File: config.mk
export PLATFORM = sky130hd
export DESIGN_NAME = mem_access
export DESIGN_NICKNAME = d
export VERILOG_FILES = /design/src/rtl/mem_access.sv
export SDC_FILE = /design/constraint.sdc
export NUM_CORES = 1
export LEC_CHECK = 0
export ABC_AREA = 1
export CAP_MARGIN = 10
export CORE_AREA = 2 2 139 141
export CTS_CLUSTER_DIAMETER = 150
export DETAILED_ROUTE_END_ITERATION = 8
export DIE_AREA = 0 0 141 143
export DONT_BUFFER_PORTS = 1
export GPL_ROUTABILITY_DRIVEN = 0
export MAX_ROUTING_LAYER = met4
export PLACE_DENSITY_LB_ADDON = 0.15
export RECOVER_POWER = 25
export SLEW_MARGIN = 40
export SYNTH_ARGS = -nofsm -noshare
export SYNTH_HDL_FRONTEND = slang
export SYNTH_SLANG_ARGS = --single-unit
File: constraint.sdc
create_clock -name clk -period 1.8 [get_ports clk]
set_input_delay 0.18 -clock clk [delete_from_list [all_inputs] [get_ports clk]]
set_output_delay 0.18 -clock clk [all_outputs]
set_load 0.05 [all_outputs]
File: src/rtl/mem_access.sv
// Memory-access pipeline stage: latches execute results, issues data-memory requests for LD/ST/LDR,
// and stalls upstream until acknowledged. Optional ack timeout enabled by MEM_ACCESS_TIMEOUT_EN.
module mem_access #(
    parameter int unsigned TIMEOUT_CYCLES = 255
) (
    input  logic        clk,
    input  logic        rst_n,
    input  logic [31:0] pc_mem_next,
    input  logic [31:0] ir_mem_next,
    input  logic [31:0] y_mem_next,
    input  logic [31:0] st_mem_next,
    input  logic [1:0]  ir_src_mem,
    output logic        mem_stall,
    output logic        dmem_req,
    output logic        dmem_we,
    output logic [31:0] dmem_addr,
    output logic [31:0] dmem_wdata,
    input  logic        dmem_ack,
    input  logic [31:0] dmem_rdata,
    output logic [31:0] pc_wb_next,
    output logic [31:0] ir_wb_next,
    output logic [31:0] y_wb_next,
    output logic [31:0] ld_wb_next,
    output logic        bus_err
);

    localparam logic [1:0]  IR_SRC_DATA     = 2'd0;
    localparam logic [1:0]  IR_SRC_NOP      = 2'd1;
    localparam logic [1:0]  IR_SRC_EXCEPT   = 2'd2;
    localparam logic [31:0] INST_NOP        = 32'h0000_0000;
    localparam logic [31:0] INST_BNE_EXCEPT = 32'hB000_0000;
    localparam logic [5:0]  OP_LD           = 6'b011000;
    localparam logic [5:0]  OP_ST           = 6'b011001;
    localparam logic [5:0]  OP_LDR          = 6'b011111;

    typedef enum logic [1:0] {
        S_IDLE,
        S_WAIT
`ifdef MEM_ACCESS_TIMEOUT_EN
        , S_ABORT
`endif
    } state_t;

    state_t      state_q, state_d;
    logic [31:0] pc_mem_q, pc_mem_d;
    logic [31:0] ir_mem_q, ir_mem_d;
    logic [31:0] y_mem_q, y_mem_d;
    logic [31:0] st_mem_q, st_mem_d;
    logic        is_mem_op;
    logic        live_op;

`ifdef MEM_ACCESS_TIMEOUT_EN
    localparam int unsigned CNT_W =
        ($clog2(TIMEOUT_CYCLES + 1) > 8) ? $clog2(TIMEOUT_CYCLES + 1) : 8;
    logic [CNT_W-1:0] cnt_q, cnt_d;
`endif

    // A killed op (ir_src_mem != DATA) in its first cycle never reaches the bus.
    always_comb begin
        is_mem_op = (ir_mem_q[31:26] == OP_LD) || (ir_mem_q[31:26] == OP_ST) ||
                    (ir_mem_q[31:26] == OP_LDR);
        live_op   = is_mem_op && (ir_src_mem == IR_SRC_DATA);
    end

    always_ff @(posedge clk or negedge rst_n) begin
        if (!rst_n) begin
            state_q  <= S_IDLE;
            pc_mem_q <= '0;
            ir_mem_q <= INST_NOP;
            y_mem_q  <= '0;
            st_mem_q <= '0;
`ifdef MEM_ACCESS_TIMEOUT_EN
            cnt_q    <= '0;
`endif
        end else begin
            state_q  <= state_d;
            pc_mem_q <= pc_mem_d;
            ir_mem_q <= ir_mem_d;
            y_mem_q  <= y_mem_d;
            st_mem_q <= st_mem_d;
`ifdef MEM_ACCESS_TIMEOUT_EN
            cnt_q    <= cnt_d;
`endif
        end
    end

    always_comb begin
        pc_mem_d = mem_stall ? pc_mem_q : pc_mem_next;
        ir_mem_d = mem_stall ? ir_mem_q : ir_mem_next;
        y_mem_d  = mem_stall ? y_mem_q  : y_mem_next;
        st_mem_d = mem_stall ? st_mem_q : st_mem_next;
    end

    always_comb begin
        state_d = state_q;
`ifdef MEM_ACCESS_TIMEOUT_EN
        cnt_d   = cnt_q;
`endif
        case (state_q)
            S_IDLE: begin
                if (live_op && !dmem_ack) begin
                    state_d = S_WAIT;
`ifdef MEM_ACCESS_TIMEOUT_EN
                    cnt_d   = '0;
`endif
                end
            end
            S_WAIT: begin
`ifdef MEM_ACCESS_TIMEOUT_EN
                cnt_d = cnt_q + 1'b1;
                if (dmem_ack)
                    state_d = S_IDLE;
                else if (cnt_d == CNT_W'(TIMEOUT_CYCLES))
                    state_d = S_ABORT;
`else
                if (dmem_ack)
                    state_d = S_IDLE;
`endif
            end
`ifdef MEM_ACCESS_TIMEOUT_EN
            S_ABORT: state_d = S_IDLE;
`endif
            default: state_d = S_IDLE;
        endcase
    end

    always_comb begin
        dmem_req   = (state_q == S_WAIT) || ((state_q == S_IDLE) && live_op);
        dmem_we    = ir_mem_q[31:26] == OP_ST;
        dmem_addr  = y_mem_q;
        dmem_wdata = st_mem_q;
        mem_stall  = dmem_req && !dmem_ack;
        ld_wb_next = (dmem_req && dmem_ack) ? dmem_rdata : '0;
        pc_wb_next = pc_mem_q;
        y_wb_next  = y_mem_q;
`ifdef MEM_ACCESS_TIMEOUT_EN
        bus_err    = state_q == S_ABORT;
`else
        bus_err    = 1'b0;
`endif
        if (bus_err)
            ir_wb_next = INST_BNE_EXCEPT;
        else if (mem_stall)
            ir_wb_next = INST_NOP;
        else begin
            case (ir_src_mem)
                IR_SRC_DATA:   ir_wb_next = ir_mem_q;
                IR_SRC_EXCEPT: ir_wb_next = INST_BNE_EXCEPT;
                IR_SRC_NOP:    ir_wb_next = INST_NOP;
                default:       ir_wb_next = INST_NOP;
            endcase
        end
    end

endmodule

==> impl_results.md <==
* Initial core utilization at 32.6%
* H-tree depth at 4
* Placement-stage cell area at around 6700 µm²
* Final worst slack at -0.217 ns
* P_leak at approximately 0.0047 µW
* Crit path DAT at approximately 1.8 ns
* Worst r2r src: ir_mem_q[28]$_DFFE_PN0N_
* Die Area at around 20000 µm²
* Initial antenna violation count at 0
* WP data required at 1.62 ns
* Final worst-path cycle share at 112%
* Vias per std cell at approximately 5
* WHS at -0.536 ns
* Fin crit period at 2.02 ns
* HPWL after DPL at 11.1 mm
* Die width at ~140 µm
* DRT iter0 DRCs at 283
* Worst slew pin tran at 0.676 ns
* DRC errors left at 0
* Area Overhead vs Synth at 56.0%
* Layout cells sized above 1 at roughly a quarter
* Root Buffer Master: clkbuf_16
* Number of global-route vias before repair at between 5000 and 6000
* Synth Area per Inst at 8.10 µm²
* Total chip power at 8410 µW
* RSZ-0062 raised after global routing: true
* Unique masters post-synth at 14
* Max Clk Rate at 496 MHz
* Antenna Nets Post-Route at 0
* Fin. Hold Viols at around 130
* Diodes inserted at 0
* Final setup viols at 66
* Synth Instances at around 750
* Core Rows at 50
* Yosys Warn Count at 0
* Critical-path maximum fanout at 8
* Worst setup EP type: output port
* Critical Path Start: ir_mem_q[28]$_DFFE_PN0N_
* Status: finished, violations left
* FF+latch count, synth at 129
* CTS Buf Count at 17
* Pwr/cell area at 889 nW/µm²
* Die Ht at 143 µm
* CORE AREA at around 19000 µm²
* Max IR drop VDD at 0.582 mV
* Pin count of the biggest net entering global routing at 130
* First-pass GRT wire length at between 30 and 40 mm
* Nets at 1099
* Post-CTS Hold Fix Bufs at 128
* GRT overflow at 0
* Final instance area at 9460 µm²
* Clk buf depth at 2
* Hold crit path type: in2async
* GRT Overall Usage at 20.0%
* Clock-pin slew of the registers on the worst-case setup and hold paths at 0.06 ns
* CP Launch Type: flip-flop
* Skew-Pair Late Insertion Delay at approximately 0.4 ns
* Seq/Total Area, Yosys at between 50 and 60%
* Synth Net Count at between 900 and 1000
* DR WL/cell at 17.9 µm
* Failing checks: negative hold slack, negative setup slack
* DR pass1 iterations at 5
* Relative slew slack at 55.0%
* CTS tree: done
* PortBufs at 0
* IO Count at between 300 and 400
* Vias at 5741
* Routed wire length at 21.1 mm
* Clock Sinks at 129
* Clock skew at 0.00808 ns
* WS Path Type: reg2out
* Max_cap viols at 0
* Final count of pins violating max slew at 0
* Synth Cell Area at 6060 µm²
[repair_timing]
item / 4_1_cts / 5_1_grt
gates resized for setup: 100 / 33
pin swaps: 3 / 4
gates cloned: 6 / 4
hold endpoints to repair: 257 / 129
setup buffers: 6 / 1
endpoints found under the setup margin: 66 / 196
[cell families after synthesis]
| group | synth area share (%) |
|---|---|
| compound gates | 0.248 |
| buf+inv | 13.2 |
| flops | 53.2 |
| other cells | 0.0618 |
| simple gates | 33.2 |
[where the power goes]
part	total [µW]	switching (µW)	internal, µW
clock	3580	1350	2240
combinational	1310	843	467
sequential	3520	450	3070
[critical path, stage by stage, from the launching register on]
cell and delay [ns]:
dfrtp_1 0.41, nor2_1 0.13, nand2_1 0.08, nand2_1 0.08
nand2_2 0.06, nand2_4 0.11, nand2_8 0.09, clkbuf_16 0.18
nor2_2 0.11, buf_6 0.17
[state kept, by name (all words and copies together), names as in the netlist]
signal and flops:
dmem_wdata 32, state_q 1, pc_wb_next 32, dmem_addr 32
ir_mem_q 32
[cell usage in the layout (no fill, tap or decap), types with 2 or more instances in the layout]
| master | instances |
|---|---|
| buf_8 | 5 |
| clkinv_2 | 2 |
| inv_8 | 2 |
| dfrtp_1 | 129 |
| nor2_4 | 36 |
| nand2_4 | 2 |
| o21ai_0 | 3 |
| clkinvlp_4 | 3 |
| bufinv_16 | 3 |
| buf_6 | 63 |
| buf_16 | 6 |
| clkbuf_16 | 21 |
| nor2_2 | 25 |
| nand3_1 | 128 |
| buf_12 | 4 |
| inv_1 | 39 |
| buf_4 | 38 |
| nand2_1 | 291 |
| bufbuf_16 | 2 |
| inv_6 | 4 |
| dlygate4sd3_1 | 128 |
| nor2_1 | 5 |
[through the flow]
step	worst slack (ns)	cells	TNS [ns]	util (%)
final	-0.217	1181	-11.90	50.9
after global routing	-0.330	1181	-20.47	50.9
after CTS	-0.166	1176	-9.34	49.6
after detailed placement	0.0440	1004	0	36.1
after global placement	0.0864	1004	0	36.1
after floorplan	-0.148	749	-1.41	-
[final timing paths]
check / to / slack (ns) / cells past startpoint
setup / recovery: ld_wb_next[30] / -0.22 / 9
hold / removal: dmem_addr[18]$_DFFE_PN0N_ / -0.54 / 0
setup reg to reg: dmem_wdata[15]$_DFFE_PN0N_ / 0.06 / 9
hold reg to reg: ir_mem_q[20]$_DFFE_PN0N_ / 0.51 / 2
max in group asynchronous: dmem_addr[31]$_DFFE_PN0N_ / 2.17 / 0
min in group clk: ir_mem_q[30]$_DFFE_PN0N_ / 0.24 / 4
[cell usage after synthesis, drive strengths merged]
master	number	area, µm²
nor3b	1	7.51
buf	68	589
dfrtp	129	3230
nor2	66	248
inv	41	154
or2	1	6.26
nand2	295	1110
clkbuf	16	60.1
conb	1	3.75
o21ai	3	15.0
nand3	128	641
[routing by layer]
metal / global-route usage [%] / vias up / wire length [µm]
met5: - / - / 0
met4: 5.53 / 0 / 262
met3: 5.06 / 29 / 1500
met2: 33.5 / 298 / 10800
met1: 24.2 / 2751 / 8560
li1: - / 2663 / -
[final cells by class]
| type | count | area (µm²) |
|---|---|---|
| timing repair buffer | 250 | 2760 |
| sequential | 129 | 3230 |
| inverter | 41 | 164 |
| clock buffer | 18 | 439 |
| clock inverter | 14 | 178 |
| fill | 1672 | 9120 |
| tap | 234 | 293 |
| multi-input combinational | 495 | 2400 |
No activity file was read; power rests on OpenSTA's default activity.
